$ cat config.mk
export PLATFORM = sky130hd
export DESIGN_NAME = keypad_scan_controller_flat
export DESIGN_NICKNAME = d
export VERILOG_FILES = /design/src/rtl/keypad_pkg.sv /design/src/rtl/keypad_scan_controller_if.sv /design/src/rtl/keypad_stable_timer.sv /design/src/rtl/keypad_scan_controller.sv /design/src/flat_wrapper.sv
export SDC_FILE = /design/constraint.sdc
export NUM_CORES = 1
export LEC_CHECK = 0
export ABC_AREA = 1
export BUFFER_PORTS_ARGS = -buffer_cell sky130_fd_sc_hd__buf_4
export CORE_MARGIN = 2
export CORE_UTILIZATION = 29
export CTS_BUF_LIST = sky130_fd_sc_hd__clkbuf_8 sky130_fd_sc_hd__clkbuf_16
export DETAILED_ROUTE_END_ITERATION = 16
export PLACE_DENSITY = 0.49
export SYNTH_ARGS = -nofsm -noshare
export SYNTH_HDL_FRONTEND = slang
export SYNTH_SLANG_ARGS = --single-unit
$ cat constraint.sdc
create_clock -name clk -period 2.55 [get_ports clk]
set_input_delay 0.1275 -clock clk [delete_from_list [all_inputs] [get_ports clk]]
set_output_delay 0.1275 -clock clk [all_outputs]
set_load 0.02 [all_outputs]
$ cat src/rtl/keypad_pkg.sv
// Shared types and lookup helpers for the 4x4 hex keypad scanner.
// Covers the FSM states, row strobe patterns, the key map and the hex-to-ASCII conversion.
package keypad_pkg;

  typedef enum logic [2:0] {
    SCAN,
    PRESS_DB,
    EMIT,
    HELD,
    RELEASE_DB
  } state_t;

  localparam logic [3:0] ROW0_STROBE = 4'b1110;
  localparam logic [3:0] ROW1_STROBE = 4'b1101;
  localparam logic [3:0] ROW2_STROBE = 4'b1011;
  localparam logic [3:0] ROW3_STROBE = 4'b0111;

  function automatic logic [3:0] row_strobe(input logic [1:0] row);
    case (row)
      2'd0:    return ROW0_STROBE;
      2'd1:    return ROW1_STROBE;
      2'd2:    return ROW2_STROBE;
      default: return ROW3_STROBE;
    endcase
  endfunction

  // Lowest active column index wins when several columns are pressed together.
  function automatic logic [1:0] lowest_col(input logic [3:0] mask);
    if (mask[0])      return 2'd0;
    else if (mask[1]) return 2'd1;
    else if (mask[2]) return 2'd2;
    else              return 2'd3;
  endfunction

  // Row 3 carries '*' as E and '#' as F.
  function automatic logic [3:0] keymap(input logic [1:0] row, input logic [1:0] col);
    case ({row, col})
      4'h0: return 4'h1;
      4'h1: return 4'h2;
      4'h2: return 4'h3;
      4'h3: return 4'hA;
      4'h4: return 4'h4;
      4'h5: return 4'h5;
      4'h6: return 4'h6;
      4'h7: return 4'hB;
      4'h8: return 4'h7;
      4'h9: return 4'h8;
      4'hA: return 4'h9;
      4'hB: return 4'hC;
      4'hC: return 4'hE;
      4'hD: return 4'h0;
      4'hE: return 4'hF;
      default: return 4'hD;
    endcase
  endfunction

  function automatic logic [7:0] code_to_ascii(input logic [3:0] code);
    if (code < 4'd10) return 8'h30 + {4'h0, code};
    else              return 8'h37 + {4'h0, code};
  endfunction

endpackage

$ cat src/rtl/keypad_scan_controller_if.sv
// Valid/ready byte channel from the keypad controller to the external UART transmitter.
interface keypad_scan_controller_if;
  import keypad_pkg::*;

  logic [7:0] tx_data;
  logic       tx_valid;
  logic       tx_ready;

  modport master (output tx_data, output tx_valid, input tx_ready);
  modport slave  (input tx_data, input tx_valid, output tx_ready);

endinterface

$ cat src/rtl/keypad_stable_timer.sv
// Counts consecutive cycles with an unchanged input; done once N equal cycles have been seen.
// Shared between press and release debounce, so clear re-arms it on the current value.
module keypad_stable_timer
  import keypad_pkg::*;
#(
  parameter int WIDTH = 4,
  parameter int N     = 2
) (
  input  logic             clk,
  input  logic             reset,
  input  logic             clear,
  input  logic [WIDTH-1:0] value,
  output logic             changed,
  output logic             done
);

  localparam int CW = (N > 2) ? $clog2(N) : 1;
  localparam logic [CW-1:0] LAST = CW'(N - 1);

  logic [WIDTH-1:0] ref_reg;
  logic [CW-1:0]    cnt_reg;

  assign changed = (value != ref_reg);
  assign done    = !clear && !changed && (cnt_reg == LAST);

  always_ff @(posedge clk or negedge reset) begin
    if (!reset) begin
      ref_reg <= '0;
      cnt_reg <= '0;
    end else if (clear || changed) begin
      ref_reg <= value;
      cnt_reg <= '0;
    end else if (cnt_reg != LAST) begin
      cnt_reg <= cnt_reg + 1'b1;
    end
  end

endmodule

$ cat src/rtl/keypad_scan_controller.sv
// 4x4 keypad scanner: row strobing, column sync, press/release debounce, key encoding
// and a one-entry valid/ready buffer feeding the UART. The scan freezes while a key is held.
module keypad_scan_controller
  import keypad_pkg::*;
#(
  parameter int SCAN_CYCLES     = 27_000,
  parameter int DEBOUNCE_CYCLES = 540_000
) (
  input  logic                            clk,
  input  logic                            reset,
  input  logic [3:0]                      columnas,
  output logic [3:0]                      filas,
  output logic [3:0]                      key_code,
  output logic                            key_strobe,
  keypad_scan_controller_if.master        tx,
  output logic                            overrun
);

  localparam int DW = (SCAN_CYCLES > 2) ? $clog2(SCAN_CYCLES) : 1;
  localparam logic [DW-1:0] DWELL_LAST = DW'(SCAN_CYCLES - 1);

  state_t        state_reg, state_next;
  logic [1:0]    row_reg, row_next;
  logic [DW-1:0] dwell_reg, dwell_next;
  logic [3:0]    col_meta_reg, col_s_reg;
  logic [3:0]    pattern_reg;
  logic [3:0]    filas_reg;
  logic [3:0]    key_code_reg;
  logic          key_strobe_reg;
  logic [7:0]    tx_data_reg;
  logic          tx_valid_reg;
  logic          overrun_reg;

  logic [3:0] col_n;
  logic       timer_clear;
  logic       col_changed;
  logic       stable_done;
  logic       emit;
  logic       accept;
  logic [3:0] emit_code;

  assign col_n     = ~col_s_reg;
  assign emit      = (state_reg == EMIT);
  assign accept    = tx_valid_reg & tx.tx_ready;
  assign emit_code = keymap(row_reg, lowest_col(pattern_reg));

  keypad_stable_timer #(
    .WIDTH (4),
    .N     (DEBOUNCE_CYCLES)
  ) u_debounce (
    .clk     (clk),
    .reset   (reset),
    .clear   (timer_clear),
    .value   (col_n),
    .changed (col_changed),
    .done    (stable_done)
  );

  always_ff @(posedge clk or negedge reset) begin
    if (!reset) begin
      col_meta_reg <= 4'hF;
      col_s_reg    <= 4'hF;
    end else begin
      col_meta_reg <= columnas;
      col_s_reg    <= col_meta_reg;
    end
  end

  // The timer is held clear outside the debounce states so it latches the pattern
  // (or the all-released value) on the cycle the FSM enters PRESS_DB/RELEASE_DB.
  always_comb begin
    state_next  = state_reg;
    row_next    = row_reg;
    dwell_next  = '0;
    timer_clear = 1'b1;
    case (state_reg)
      SCAN: begin
        if (col_n != 4'h0) begin
          state_next = PRESS_DB;
        end else if (dwell_reg == DWELL_LAST) begin
          row_next = row_reg + 2'd1;
        end else begin
          dwell_next = dwell_reg + 1'b1;
        end
      end
      PRESS_DB: begin
        timer_clear = 1'b0;
        if (col_changed)      state_next = SCAN;
        else if (stable_done) state_next = EMIT;
      end
      EMIT: state_next = HELD;
      HELD: begin
        if (col_n == 4'h0) state_next = RELEASE_DB;
      end
      RELEASE_DB: begin
        timer_clear = 1'b0;
        if (col_changed) begin
          state_next = HELD;
        end else if (stable_done) begin
          state_next = SCAN;
          row_next   = row_reg + 2'd1;
        end
      end
      default: state_next = SCAN;
    endcase
  end

  always_ff @(posedge clk or negedge reset) begin
    if (!reset) begin
      state_reg   <= SCAN;
      row_reg     <= 2'd0;
      dwell_reg   <= '0;
      filas_reg   <= ROW0_STROBE;
      pattern_reg <= 4'h0;
    end else begin
      state_reg <= state_next;
      row_reg   <= row_next;
      dwell_reg <= dwell_next;
      filas_reg <= row_strobe(row_next);
      if (state_reg == SCAN && col_n != 4'h0) pattern_reg <= col_n;
    end
  end

  // A byte accepted in the EMIT cycle frees the slot, so the new byte still loads.
  always_ff @(posedge clk or negedge reset) begin
    if (!reset) begin
      key_code_reg   <= 4'h0;
      key_strobe_reg <= 1'b0;
      tx_data_reg    <= 8'h30;
      tx_valid_reg   <= 1'b0;
      overrun_reg    <= 1'b0;
    end else begin
      key_strobe_reg <= emit;
      if (emit) begin
        key_code_reg <= emit_code;
        if (!tx_valid_reg || accept) begin
          tx_data_reg  <= code_to_ascii(emit_code);
          tx_valid_reg <= 1'b1;
        end else begin
          overrun_reg <= 1'b1;
        end
      end else if (accept) begin
        tx_valid_reg <= 1'b0;
      end
    end
  end

  assign filas       = filas_reg;
  assign key_code    = key_code_reg;
  assign key_strobe  = key_strobe_reg;
  assign overrun     = overrun_reg;
  assign tx.tx_data  = tx_data_reg;
  assign tx.tx_valid = tx_valid_reg;

endmodule

$ cat src/flat_wrapper.sv
// flat-port wrapper written by rule: the top's interface ports become plain ports
module keypad_scan_controller_flat import keypad_pkg::*;
#(
  parameter int SCAN_CYCLES     = 27_000,
  parameter int DEBOUNCE_CYCLES = 540_000
)
  (clk, reset, columnas, filas, key_code, key_strobe, overrun, tx_tx_data, tx_tx_valid, tx_tx_ready);
  keypad_scan_controller_if tx_i ();
  input  logic clk;
  input  logic reset;
  input  logic [3:0] columnas;
  output logic [3:0] filas;
  output logic [3:0] key_code;
  output logic key_strobe;
  output logic overrun;
  output wire logic [$bits(tx_i.tx_data)-1:0] tx_tx_data;
  output wire logic [$bits(tx_i.tx_valid)-1:0] tx_tx_valid;
  input wire logic [$bits(tx_i.tx_ready)-1:0] tx_tx_ready;
  assign tx_tx_data = tx_i.tx_data;
  assign tx_tx_valid = tx_i.tx_valid;
  assign tx_i.tx_ready = tx_tx_ready;
  keypad_scan_controller #(.SCAN_CYCLES(SCAN_CYCLES), .DEBOUNCE_CYCLES(DEBOUNCE_CYCLES)) u_core (.clk(clk), .reset(reset), .columnas(columnas), .filas(filas), .key_code(key_code), .key_strobe(key_strobe), .tx(tx_i), .overrun(overrun));
endmodule
-- Word level (Yosys, flattened, before mapping)
Memories as Yosys holds them, arrays and structs flattened.
Index checks and enable logic that the tools add are counted.
- register bits after elaboration: 74
- ROM bits: 64
- input bits: 7
- output and inout bits: 19
- logic and storage cells: 83
- memories kept: 1
- memories (name ; words ; width ; read ports ; clocked after Yosys merged registers in ; wr ports ; RTL line ; source):
    (name not given) ; 16 ; 4 ; 1 ; 0 ; 0 ; keypad_pkg.sv:37 ; case ({row, col})
- add/sub/neg operators: 5
- magnitude comparators: 1
- eq/ne operators: 15
- multiplexer cells: 26
- bitwise logic cells: 3
- reductions and logical operators: 18
- operators by type and width (cell ; number):
    $mux W15 ; 3
    $mux W20 ; 2
    $add A20 B1 Y20 const B ; 1
    $eq A20 B20 Y1 const B ; 1
    $ne A20 B20 Y1 const B ; 1
    $mux W3 ; 6
    $add A15 B1 Y15 const B ; 1
    $eq A15 B15 Y1 const B ; 1
    $pmux W3 S5 ; 1
    $add A6 B4 Y7 const A ; 2
    $mux W2 ; 6
    $pmux W4 S3 ; 1
    $mux W8 ; 1
    $eq A3 B2 Y1 const B ; 2
    $ne A3 B2 Y1 const B ; 2
    $reduce_and A2 Y1 ; 3
    $mux W1 ; 5
    $logic_not A4 Y1 ; 1
    $lt A4 B4 Y1 const B ; 1
    $ne A2 B1 Y1 const B ; 2
    $ne A4 B4 Y1 ; 1
    $not A4 Y4 ; 1
    $pmux W2 S2 ; 1
    $reduce_and A4 Y1 ; 1
    other kinds (16) ; 21

-- Depth between registers and ports, before layout
- word-level depth: 10
- depth in mapped cells: 16
- gate-level depth less buffers: 16

-- Hierarchy
Synthesis repeated with hierarchy kept, for this count alone.
- cells, all modules: 491
- area, all modules: 3807.4 µm²
- by module, submodules not included (module ; instances ; cells each ; area an instance (µm²) ; seq. area each (µm²)):
    keypad_scan_controller ; 1 ; 275 ; 2321.0 ; 1242.4
    keypad_stable_timer ; 1 ; 216 ; 1486.4 ; 600.6

-- Least setup slack after synthesis
Ideal clock, no wire load.
- path kind: register -> register
- start point: register u_core.pattern_reg[1]
- end point: register u_core.tx_data_reg[4] (netlist: u_core.tx.tx_data[4])
- library setup time: 0.060 ns
- data arrival time: 1.741 ns
- required time: 2.490 ns
- path slack: 0.749 ns
- stages on the path, launching flop included: 16
- path buffers: 0
- period minus slack after synthesis: 1.801 ns
- cell sequence: dfrtp_1 > inv_1 > a21oi_2 > inv_1 > ha_1 > nand2_1 > nand2_1 > inv_1 > o21ai_0 > nand2_1 > ha_1 > inv_1 > nor2_1 > nor2_1 > nand2_1 > o21a_1
- word-level cells in the longest chain between the ends: 5
- elaborated cells on any way between the ends: 7
- those cells by class: 2 x add/sub; 1 x order compare; 3 x mux; 1 x memory
- ends and longest elaborated chain (element ; RTL line ; source):
    from (decl) ; keypad_scan_controller.sv:26 ; logic [3:0] pattern_reg;
    from (signal assigned) ; keypad_scan_controller.sv:120 ; if (state_reg == SCAN && col_n != 4'h0) pattern_reg <= col_n;
    $mux W2 (*) ; keypad_pkg.sv:30 ; else if (mask[1]) return 2'd1;
    $mux W2 (*) ; keypad_pkg.sv:29 ; if (mask[0]) return 2'd0;
    $mem_v2 Z16 W4 (*) ; -- ;
    $add A6 B4 Y7, or another cell as far along ; keypad_pkg.sv:59 ; else return 8'h37 + {4'h0, code};
    $mux W8 (*) ; keypad_pkg.sv:58 ; if (code < 4'd10) return 8'h30 + {4'h0, code};
    to (signal assigned) ; keypad_scan_controller.sv:137 ; tx_data_reg <= code_to_ascii(emit_code);
    to (decl) ; keypad_scan_controller.sv:30 ; logic [7:0] tx_data_reg;
Mark *: on every way between the ends. The rest lies on a longest branch, timed or not.
A chain may end at the register's enable or synchronous reset.

-- Worst setup path after layout
- start point: register u_core.pattern_reg[1]
- end point: register u_core.tx_data_reg[2] (netlist: u_core.tx.tx_data[2])
The elaborated chain is that of the path after synthesis.

==> impl_metrics.json <==
{
  "h-tree-depth": 3,
  "avgSynthCellArea_um2": 8.152,
  "clk_latency_ps": 340,
  "clock.fmax_ghz": 0.4849,
  "finalPower_w": 0.003517,
  "max_stage_delay_ps": 380,
  "cp_slowest_cell": "dfrtp_1",
  "combPwrFrac_pct": 24.5,
  "ys_types": 41,
  "drive_gt1_share_pct": 18.28,
  "die_h_um": 116.0,
  "globalRouteOverflowTotal": 0,
  "synth_top_family_by_area": "simple AND/OR/NAND/NOR gates",
  "status": "finished clean",
  "cts-root-buf": "clkbuf_16",
  "cts.sinks": 73,
  "maxSlewViolCount": 0,
  "synth_fp_nets": 459,
  "power_leakage_nw": 1.981,
  "syn_inst": 446,
  "routed_wl_um": 7252,
  "num_io_pins": 26,
  "async_flop_share_pct": 100.0,
  "ant_nets": 0,
  "critPathLaunchType": "flop",
  "pwr-share-seq_pct": 39.6,
  "dp_hpwl_um": 5122,
  "grt_pass1_wl_um": 12580,
  "largest_reg_flops": 20,
  "cts_tree": "yes",
  "hp-class": "in2reg",
  "drc_errors": 0,
  "grtUsageTotal_pct": 12.14,
  "initial_core_util_pct": 30.02,
  "port_buffers": 24,
  "p_per_area_mw_per_mm2": 808.1,
  "core_mm2": 0.01211,
  "finalCritPeriodShare_pct": 80.87,
  "p_int_w": 0.002406,
  "hold_viol": 0,
  "sw_frac_of_total_pct": 31.59,
  "cts_buffers": 9,
  "p_switching_w": 0.001111,
  "clk_pin_slew_ps": 60,
  "clkPwrFrac_pct": 35.9,
  "slew_headroom_pct": 37.60,
  "synth_area_mm2": 0.003636,
  "rsz0062_at_grt": "no",
  "cp.required_ps": 2830,
  "synth_flop_cell": "dfrtp_1",
  "areaGrowthSynthToFinish_pct": 19.68,
  "worst_path_most_repeated_cell": "inv_1",
  "layout_common_cells": "106 x nand2_1, 60 x dfrtp_1, 54 x inv_1",
  "whs_ps": 59.26,
  "ir_drop_mv": 0.3015,
  "die_x_um": 116.0,
  "final_common_cell": "nand2_1",
  "ys_warn_count": 0,
  "yosysSeqAreaShare_pct": 50.69,
  "synthAdderAreaFrac_pct": 2.065,
  "rrSetupSlack_ps": 490,
  "first_iter_violations": 146,
  "synth_compound_area_share_pct": 9.085,
  "synth_mux_area_share_pct": 0,
  "path_class": "reg2reg",
  "synth_xor_area_share_pct": 1.445,
  "synth_edf_count": 0,
  "worst_slew_pin_slew_ps": 936.0,
  "diodes": 0,
  "die_area_mm2": 0.01345,
  "num_rows": 40,
  "wl_per_cell_um": 11.07,
  "period_needed_ps": 2062,
  "vias": 2901,
  "endpoint_kind": "flop",
  "drt_pass1_iterations": 4,
  "cp_max_fo": 6,
  "synth-simple-area-share_pct": 29.35,
  "viasPerCell": 4.429,
  "cts_setup_buffers": 0,
  "gp_congestion": 0.8395,
  "grt_pass1_vias": 2661,
  "crit_chain": "inv_1, a21oi_2, inv_1, ha_1, nand2_1, nand2_1, inv_1, o21ai_0, nand2_1, ha_1, inv_1, nor2_1, inv_1, nand4_1, nand3_1, nand2_1",
  "nets": 495,
  "grt_max_degree": 74,
  "clock_tree.buffer_depth": 2,
  "cp.arrival_ps": 2350,
  "skew_ps": 9.675,
  "finalSetupTns_ps": 0,
  "synth-seq-cells": 73,
  "antenna_found_initial": 0,
  "setup_viol": 0,
  "drv_cap": 0
}
[cell usage after synthesis, types with 8 or more instances]
master / count / share of area (%)
inv_2: 10 / 1.0
inv_1: 53 / 5.5
a21oi_1: 20 / 2.8
o21ai_0: 21 / 2.9
dfrtp_1: 60 / 41
nand2_2: 8 / 1.4
nor2_1: 50 / 5.2
nand4_1: 10 / 1.7
nor3_1: 11 / 1.5
dfstp_2: 13 / 9.4
nand3_1: 26 / 3.6
nand2_1: 106 / 11
[power by group through the flow]
stage / clock, W / sequential (W) / combinational, W
CTS: 0.00132 / 0.00139 / 0.000875
floorplan: 0 / 0.00151 / 0.000495
finish: 0.00126 / 0.00139 / 0.000862
global placement: 0 / 0.00141 / 0.000859
detailed placement: 0 / 0.00141 / 0.000867
global route: 0.00137 / 0.00141 / 0.000988
[per-layer routing]
| metal | vias to the layer above | GRT usage (%) | routed length, µm |
|---|---|---|---|
| met5 | - | 0 | 0 |
| met4 | 0 | 6.270 | 173 |
| met3 | 14 | 3.818 | 318 |
| met2 | 50 | 18.56 | 3181 |
| met1 | 1334 | 15.46 | 3579 |
| li1 | 1503 | - | - |
[stage by stage]
stage          std cells  worst slack, ps  area, µm²  utilization (%)
2_1_floorplan        446            749.0       3636                -
3_3_place_gp         634            606.6       4003            33.05
3_5_place_dp         634            495.6       4003            33.05
4_1_cts              655            473.8       4352            35.93
5_1_grt              655            215.8       4352            35.93
6_report             655            487.7       4352            35.93
[final timing paths]
path / to / cells after the start / from
setup / recovery: u_core.tx.tx_data[2] / 16 / u_core.pattern_reg[1]
hold / removal: u_core.tx.tx_valid / 4 / tx_tx_ready
setup reg to reg: u_core.tx.tx_data[2] / 16 / u_core.pattern_reg[1]
hold reg to reg: u_core.col_s_reg[2] / 0 / u_core.col_meta_reg[2]
max in group asynchronous: u_core.u_debounce.cnt_reg[9] / 2 / reset
min in group asynchronous: u_core.dwell_reg[7] / 2 / reset
[cells by family (layout without fill, tap and decap cells)]
logic type,Yosys count,after routing
and+or+nand+nor,232,232
xor gates and xnor gates,6,6
AOI/OAI and AO/OA,60,60
buffers and inverters,68,109
adders and majority gates,6,6
other,1,1
DFF,73,73
[critical path: cells and delay by family, from the launching register on]
family | cells | cell delay (ps)
buffers and inverters | 5 | 320
flip-flops | 1 | 380
AO/OA/AOI/OAI | 2 | 340
adder cells (fa/ha/maj) | 2 | 360
AND/OR/NAND/NOR | 7 | 610
[timing repair]
item / in CTS / in global routing
setup endpoints to repair: 0 / 0
endpoints found under the hold margin: 64 / 0
resized for setup: 0 / 0
hold buffers: 5 / 0
[final cells by class]
| class | instances | area [µm²] |
|---|---|---|
| Clock buffer | 10 | 239.0 |
| Clock inverter | 6 | 60.06 |
| Fill cell | 1295 | 7760 |
| Inverter | 64 | 240.2 |
| Multi-Input combinational cell | 305 | 1529 |
| Sequential cell | 73 | 1843 |
| Tap cell | 168 | 210.2 |
| Timing Repair Buffer | 29 | 230.2 |
Note: power is estimated with default switching activity, not from simulation.
